--- config.mk ---
export PLATFORM = sky130hd
export DESIGN_NAME = mult_fu
export DESIGN_NICKNAME = d
export VERILOG_FILES = /design/src/rtl/mult_fu.sv
export SDC_FILE = /design/constraint.sdc
export NUM_CORES = 2
export LEC_CHECK = 0
export ABC_AREA = 1
export CAP_MARGIN = 15
export CORE_MARGIN = 4
export CORE_UTILIZATION = 59
export CTS_CLUSTER_DIAMETER = 40
export DETAILED_ROUTE_END_ITERATION = 12
export PLACE_DENSITY = 0.79
export SLEW_MARGIN = 20
export SYNTH_ARGS = -nofsm -noshare
export SYNTH_HDL_FRONTEND = slang
export SYNTH_SLANG_ARGS = --single-unit
--- constraint.sdc ---
create_clock -name clock -period 2 [get_ports clock]
set_input_delay 0.3 -clock clock [delete_from_list [all_inputs] [get_ports clock]]
set_output_delay 0.3 -clock clock [all_outputs]
set_load 0.05 [all_outputs]
--- src/rtl/mult_fu.sv ---
// mult_fu: RV32 M-extension multiply functional unit.
//
// Takes MUL / MULH / MULHSU / MULHU ops from the reservation station, extends
// the operands to 64 bits and feeds a fixed-latency pipelined multiplier.
// Destination tag and function travel alongside in a side pipeline. The
// selected half of the product is queued in an output FIFO toward the CDB.
// Issue is credit-limited by an occupancy counter covering both in-flight and
// buffered ops, so the non-stallable multiplier never produces a result with
// nowhere to go.
//
// Ports:
//   clock        sole clock, rising edge
//   reset        asynchronous, active-low
//   flush        squash every op in flight and buffered
//   issue_valid  op presented
//   issue_ready  op will be accepted this cycle
//   issue_func   00 MUL, 01 MULH, 10 MULHSU, 11 MULHU
//   issue_opa    rs1 value
//   issue_opb    rs2 value
//   issue_tag    destination tag
//   cdb_valid    result available at buffer head
//   cdb_ready    CDB takes the result
//   cdb_tag      result tag
//   cdb_value    result value

`ifndef MULT_STAGES
`define MULT_STAGES 4
`endif

// Pipelined 64x64 -> 64 multiplier: the product of the operands sampled with
// start appears on product exactly STAGES cycles later. It cannot stall.
// Ports: clock, rst (async, active-high), start, mcand, mplier, product, done.
module mult_pipe #(
    parameter int STAGES = 4
) (
    input  logic        clock,
    input  logic        rst,
    input  logic        start,
    input  logic [63:0] mcand,
    input  logic [63:0] mplier,
    output logic [63:0] product,
    output logic        done
);
    logic [63:0]       prod_r [STAGES];
    logic [STAGES-1:0] busy_r;

    // Product and start-marker shift registers.
    always_ff @(posedge clock or posedge rst) begin
        if (rst) begin
            for (int i = 0; i < STAGES; i++) begin
                prod_r[i] <= 64'd0;
            end
            busy_r <= {STAGES{1'b0}};
        end else begin
            prod_r[0] <= mcand * mplier;
            busy_r[0] <= start;
            for (int i = 1; i < STAGES; i++) begin
                prod_r[i] <= prod_r[i-1];
                busy_r[i] <= busy_r[i-1];
            end
        end
    end

    assign product = prod_r[STAGES-1];
    assign done    = busy_r[STAGES-1];
endmodule

// Checker for mult_fu invariants that the credit scheme guarantees.
// Ports: clock, reset (active-low), wr, full, pop, empty, last_valid, mult_done.
module mult_fu_chk (
    input logic clock,
    input logic reset,
    input logic wr,
    input logic full,
    input logic pop,
    input logic empty,
    input logic last_valid,
    input logic mult_done
);
    a_no_write_when_full : assert property (@(posedge clock) disable iff (!reset) wr |-> !full);
    a_no_pop_when_empty  : assert property (@(posedge clock) disable iff (!reset) pop |-> !empty);
    a_side_matches_mult  : assert property (@(posedge clock) disable iff (!reset) last_valid |-> mult_done);
endmodule

module mult_fu #(
    parameter int MULT_STAGES = `MULT_STAGES,
    parameter int TAG_W       = 6,
    parameter int OUT_DEPTH   = 8
) (
    input  logic             clock,
    input  logic             reset,
    input  logic             flush,
    input  logic             issue_valid,
    output logic             issue_ready,
    input  logic [1:0]       issue_func,
    input  logic [31:0]      issue_opa,
    input  logic [31:0]      issue_opb,
    input  logic [TAG_W-1:0] issue_tag,
    output logic             cdb_valid,
    input  logic             cdb_ready,
    output logic [TAG_W-1:0] cdb_tag,
    output logic [31:0]      cdb_value
);
    localparam int OCC_W = $clog2(OUT_DEPTH + 1);
    localparam int PTR_W = (OUT_DEPTH > 1) ? $clog2(OUT_DEPTH) : 1;
    localparam int LAST  = MULT_STAGES - 1;
    localparam logic [OCC_W-1:0] DEPTH_C = OCC_W'(OUT_DEPTH);
    localparam logic [OCC_W-1:0] OCC_ZERO = {OCC_W{1'b0}};
    localparam logic [OCC_W-1:0] OCC_ONE  = OCC_W'(1'b1);

    // opa is zero-extended only for MULHU.
    function automatic logic opa_signed(input logic [1:0] func);
        return (func != 2'b11);
    endfunction

    // opb is sign-extended only for MUL and MULH.
    function automatic logic opb_signed(input logic [1:0] func);
        return (func[1] == 1'b0);
    endfunction

    // Circular pointer advance, wrapping at OUT_DEPTH.
    function automatic logic [PTR_W-1:0] ptr_inc(input logic [PTR_W-1:0] p);
        if (p == PTR_W'(OUT_DEPTH - 1)) begin
            return {PTR_W{1'b0}};
        end else begin
            return p + PTR_W'(1'b1);
        end
    endfunction

    logic             run_r;
    logic [OCC_W-1:0] occ_r;
    logic             accept_s;
    logic             pop_s;
    logic [63:0]      opa_ext_s;
    logic [63:0]      opb_ext_s;
    logic [63:0]      product_s;
    logic             mult_done_s;
    logic             mult_rst_s;

    logic             sp_valid_r [MULT_STAGES];
    logic [TAG_W-1:0] sp_tag_r   [MULT_STAGES];
    logic [1:0]       sp_func_r  [MULT_STAGES];
    logic             last_valid_s;
    logic             wr_s;
    logic [31:0]      result_s;

    logic [TAG_W-1:0] fifo_tag_r [OUT_DEPTH];
    logic [31:0]      fifo_val_r [OUT_DEPTH];
    logic [PTR_W-1:0] head_r;
    logic [PTR_W-1:0] tail_r;
    logic [OCC_W-1:0] cnt_r;
    logic             fifo_full_s;
    logic             fifo_empty_s;

    // run_r keeps issue_ready low while reset is held and through the release cycle.
    always_ff @(posedge clock or negedge reset) begin
        if (!reset) begin
            run_r <= 1'b0;
        end else begin
            run_r <= 1'b1;
        end
    end

    assign issue_ready = run_r & ~flush & (occ_r < DEPTH_C);
    assign accept_s    = issue_valid & issue_ready;
    assign pop_s       = cdb_valid & cdb_ready;

    // Credit counter: ops accepted and not yet popped, wherever they are.
    always_ff @(posedge clock or negedge reset) begin
        if (!reset) begin
            occ_r <= OCC_ZERO;
        end else if (flush) begin
            occ_r <= OCC_ZERO;
        end else begin
            case ({accept_s, pop_s})
                2'b10:   occ_r <= occ_r + OCC_ONE;
                2'b01:   occ_r <= occ_r - OCC_ONE;
                default: occ_r <= occ_r;
            endcase
        end
    end

    // Operand extension selected by the multiply flavour.
    always_comb begin
        opa_ext_s = {32'd0, issue_opa};
        opb_ext_s = {32'd0, issue_opb};
        if (opa_signed(issue_func)) begin
            opa_ext_s = {{32{issue_opa[31]}}, issue_opa};
        end else begin
            opa_ext_s = {32'd0, issue_opa};
        end
        if (opb_signed(issue_func)) begin
            opb_ext_s = {{32{issue_opb[31]}}, issue_opb};
        end else begin
            opb_ext_s = {32'd0, issue_opb};
        end
    end

    assign mult_rst_s = ~reset;

    mult_pipe #(
        .STAGES (MULT_STAGES)
    ) u_mult (
        .clock   (clock),
        .rst     (mult_rst_s),
        .start   (accept_s),
        .mcand   (opa_ext_s),
        .mplier  (opb_ext_s),
        .product (product_s),
        .done    (mult_done_s)
    );

    // Side pipeline carrying {valid, tag, func} in lockstep with the multiplier.
    always_ff @(posedge clock or negedge reset) begin
        if (!reset) begin
            for (int i = 0; i < MULT_STAGES; i++) begin
                sp_valid_r[i] <= 1'b0;
                sp_tag_r[i]   <= {TAG_W{1'b0}};
                sp_func_r[i]  <= 2'b00;
            end
        end else begin
            // accept_s is already low under flush, so stage 0 clears too.
            sp_valid_r[0] <= accept_s;
            sp_tag_r[0]   <= issue_tag;
            sp_func_r[0]  <= issue_func;
            for (int i = 1; i < MULT_STAGES; i++) begin
                sp_valid_r[i] <= sp_valid_r[i-1] & ~flush;
                sp_tag_r[i]   <= sp_tag_r[i-1];
                sp_func_r[i]  <= sp_func_r[i-1];
            end
        end
    end

    assign last_valid_s = sp_valid_r[LAST];
    assign wr_s         = last_valid_s & ~flush;

    // MUL returns the low word, every other flavour the high word.
    always_comb begin
        result_s = product_s[63:32];
        if (sp_func_r[LAST] == 2'b00) begin
            result_s = product_s[31:0];
        end else begin
            result_s = product_s[63:32];
        end
    end

    // Output FIFO storage and pointers.
    always_ff @(posedge clock or negedge reset) begin
        if (!reset) begin
            for (int i = 0; i < OUT_DEPTH; i++) begin
                fifo_tag_r[i] <= {TAG_W{1'b0}};
                fifo_val_r[i] <= 32'd0;
            end
            head_r <= {PTR_W{1'b0}};
            tail_r <= {PTR_W{1'b0}};
            cnt_r  <= OCC_ZERO;
        end else if (flush) begin
            head_r <= {PTR_W{1'b0}};
            tail_r <= {PTR_W{1'b0}};
            cnt_r  <= OCC_ZERO;
        end else begin
            if (wr_s) begin
                fifo_tag_r[tail_r] <= sp_tag_r[LAST];
                fifo_val_r[tail_r] <= result_s;
                tail_r             <= ptr_inc(tail_r);
            end
            if (pop_s) begin
                head_r <= ptr_inc(head_r);
            end
            case ({wr_s, pop_s})
                2'b10:   cnt_r <= cnt_r + OCC_ONE;
                2'b01:   cnt_r <= cnt_r - OCC_ONE;
                default: cnt_r <= cnt_r;
            endcase
        end
    end

    assign fifo_empty_s = (cnt_r == OCC_ZERO);
    assign fifo_full_s  = (cnt_r == DEPTH_C);

    // Head entry is presented only when valid so idle/reset outputs read zero.
    assign cdb_valid = ~fifo_empty_s;
    assign cdb_tag   = cdb_valid ? fifo_tag_r[head_r] : {TAG_W{1'b0}};
    assign cdb_value = cdb_valid ? fifo_val_r[head_r] : 32'd0;

    mult_fu_chk u_chk (
        .clock      (clock),
        .reset      (reset),
        .wr         (wr_s),
        .full       (fifo_full_s),
        .pop        (pop_s),
        .empty      (fifo_empty_s),
        .last_valid (last_valid_s),
        .mult_done  (mult_done_s)
    );
endmodule

==> impl_metrics.yaml <==
clock_tree:
  cts_num_sinks: 611
  cts_inserted_buffers: 53
  cts_tree: "yes"
  clock_path_buffers: 3
  path_clk_slew_ps: 70
  clockRootBuffer: "clkbuf_16"
  htreeDepth: 2
  clock_latency_ps: 610
worst_setup_path:
  cp_top_family: "adder cells"
  worst-setup-path-type: "input port to flop"
  crit_slowest_cell: "fa_2"
  cp.arrival_ps: 8060
  cpPeakStageDelay_ps: 690
  cp.required_ps: 2520
  critPathMaxFanout: 7
  start_kind: "input port"
  endpoint_kind: "flop"
  critical_path_buf_inv_count: 10
outcome:
  outcome: "finished with violations"
  violations: "negative setup slack"
grt:
  grt_overflow: 0
  grt_max_degree: 103
  grt_util_all_layers_pct: 39.0
  grt_pass1_vias: 67300
  antenna_found_initial: 11
  grt_pass1_wl_mm: 378
sta:
  rsz0062_at_grt: "yes"
  hold_viol_final: 0
  fin_skew_ps: 42.7
  worst_pin_slew_ps: 853
  period_minus_slack_ps: 7540
  finalSetupViolCount: 102
  finalCritPeriodShare_pct: 377
  setup_ws_ps: -5540
  slew_violations: 0
  clock.fmax_ghz: 0.133
  max_slew_margin_pct: 42.5
logic_synthesis:
  synth_cell_types: 50
  avgSynthCellArea_um2: 8.72
  syn_inst: 8295
  synth_top_cell_by_area: "fa_1"
  synthMostInstantiatedCell: "inv_1"
  ys_ff_latch: 611
  ys_seq_area_share_pct: 21.1
  yosys-top-cells-count: "inv_1 (2416), nand2_1 (1657), fa_1 (1417), dfrtp_1 (611), o21ai_0 (415)"
  synthesis.nets: 10100
  mappedNetlistArea_um2: 72300
  synth-edff-count: 0
  synth-main-ff-cell: "dfrtp_1"
  synth_area_leaders: "fa_1 (39%), dfrtp_1 (21%), inv_1 (13%), nand2_1 (8.6%), ha_1 (5.6%)"
  synth_top_area_share_pct: 39.2
  async_flop_share_pct: 100
  ys_warn_count: 0
detailed_routing:
  wl_met1_mm: 83.6
  drtIter0Drc: 6328
  wl_per_cell_um: 23.0
  route.met3.wl_mm: 25.8
  top_layer: "met5"
  ant_nets: 0
  dr.pass1.iters: 7
  vias: 61800
  wl_met2_mm: 122
  finalWirelength_mm: 254
  drcViolationCount: 0
  drt-vias-per-instance: 5.61
finish:
  fin_util_pct: 77.5
  area_delta_synth_final_pct: 30.5
  stdcell_count: 11000
  design_area_um2: 94300
  final.fill_count: 7463
  drive_gt1_share_pct: 27.5
  nets: 11200
placed_design:
  post-place-ws_ps: -6910
  place_area_um2: 85600
  place_inst: 10700
  place.gp.congestion: 1.01
  dp_hpwl_mm: 184
  port_buffers: 116
die:
  die_y_um: 358
  rows: 128
  io_pins: 117
  core_um2: 122000
  die_area_um2: 128000
  die_x_um: 358
  start_util_pct: 59.4
flow_run:
  drv_cap: 0
hold_path:
  hp-class: "input port to flop"
cell families (layout without fill, tap and decap cells):
group                      count (synthesis)  count (layout)  share of synthesized area, %
DFF                                      611             611                          21.1
buffers and inverters                   2791            3880                          14.6
other                                      1               3                       0.00519
AOI/OAI and AO/OA                        903             903                          6.78
and+or+nand+nor                         2177            2177                          11.8
adders and majority gates               1739            1739                          44.8
xor gates and xnor gates                  73              73                         0.884
registers in the layout (all words and copies together) (netlist names):
signal          cells
fifo_val_r        256
u_mult.prod_r     192
u_mult.product     64
fifo_tag_r         48
sp_tag_r           24
sp_func_r           8
cnt_r               4
occ_r               4
head_r              3
sp_valid_r          3
tail_r              3
last_valid_s        1
run_r               1
worst paths after layout:
| kind | cells after the start | slack (ps) | end | startpoint |
|---|---|---|---|---|
| max in group asynchronous | 3 | 920 | cnt_r[1]$_DFFE_PN0P_ | reset |
| worst min register to register | 0 | 310 | u_mult.product[1]$_DFF_PN0_ | u_mult.prod_r[65]$_DFF_PN0_ |
| worst max-delay path | 31 | -5540 | u_mult.prod_r[243]$_DFF_PN0_ | issue_func[1] |
| min in group asynchronous | 2 | 180 | fifo_val_r[61]$_DFFE_PN0P_ | reset |
| worst max register to register | 12 | -90 | cnt_r[3]$_DFFE_PN0P_ | cnt_r[0]$_DFFE_PN0P_ |
| worst min-delay path | 2 | 60 | sp_func_r[6]$_DFF_PN0_ | issue_func[0] |
per-layer routing:
layer / global-route usage (%) / vias up
met2: 66.7 / 3966
li1: - / 26000
met3: 7.97 / 1412
met5: 0 / -
met1: 45.1 / 30500
met4: 24.8 / 16
final cells by class:
class | count | area [µm²] | share of cell area [%]
antenna | 2 | 5.00 | 0.00531
sequential | 611 | 15300 | 16.2
tap | 1625 | 2030 | 2.16
timing repair buffer | 1345 | 14300 | 15.1
multi-input combinational | 4893 | 51700 | 54.8
inverter | 2437 | 9190 | 9.74
clock buffer | 72 | 1510 | 1.60
clock inverter | 26 | 305 | 0.324
layout by cell type (no fill, tap or decap), drive strengths merged, types with 8 or more instances in the layout:
cell,synthesis,routed
a21oi,248,248
o21ai,428,428
buf,63,1292
o21bai,14,14
a31oi,175,175
bufbuf,0,18
ha,322,322
nor2,365,365
clkbuf,291,84
inv,2436,2440
nor3,16,16
clkinv,1,17
nand2,1665,1665
nand4,13,13
fa,1417,1417
a21o,8,8
xor2,55,55
nand3,96,96
xnor2,18,18
o211ai,9,9
dfrtp,611,611
or2,9,9
clkdlybuf4s50,0,10
repair_timing:
item                                   in CTS  in global routing
cloned                                     34                  4
hold buffers                                1                  0
pin swaps                                 402                301
buffers inserted                          178                 59
endpoints found under the hold margin      47                  0
gates resized for setup                  1091                470
setup endpoints to repair                 102                113
through the flow:
stage               hold WS, ps  TNS [ps]
finish                     64.4   -314380
global route               43.1   -326720
CTS                        30.9   -307400
detailed placement          204   -407130
global placement            206   -394030
floorplan                  4.41   -277650
Power is not shown: default switching activity piles up to over one toggle a cycle in this logic, so the estimate is an artifact.
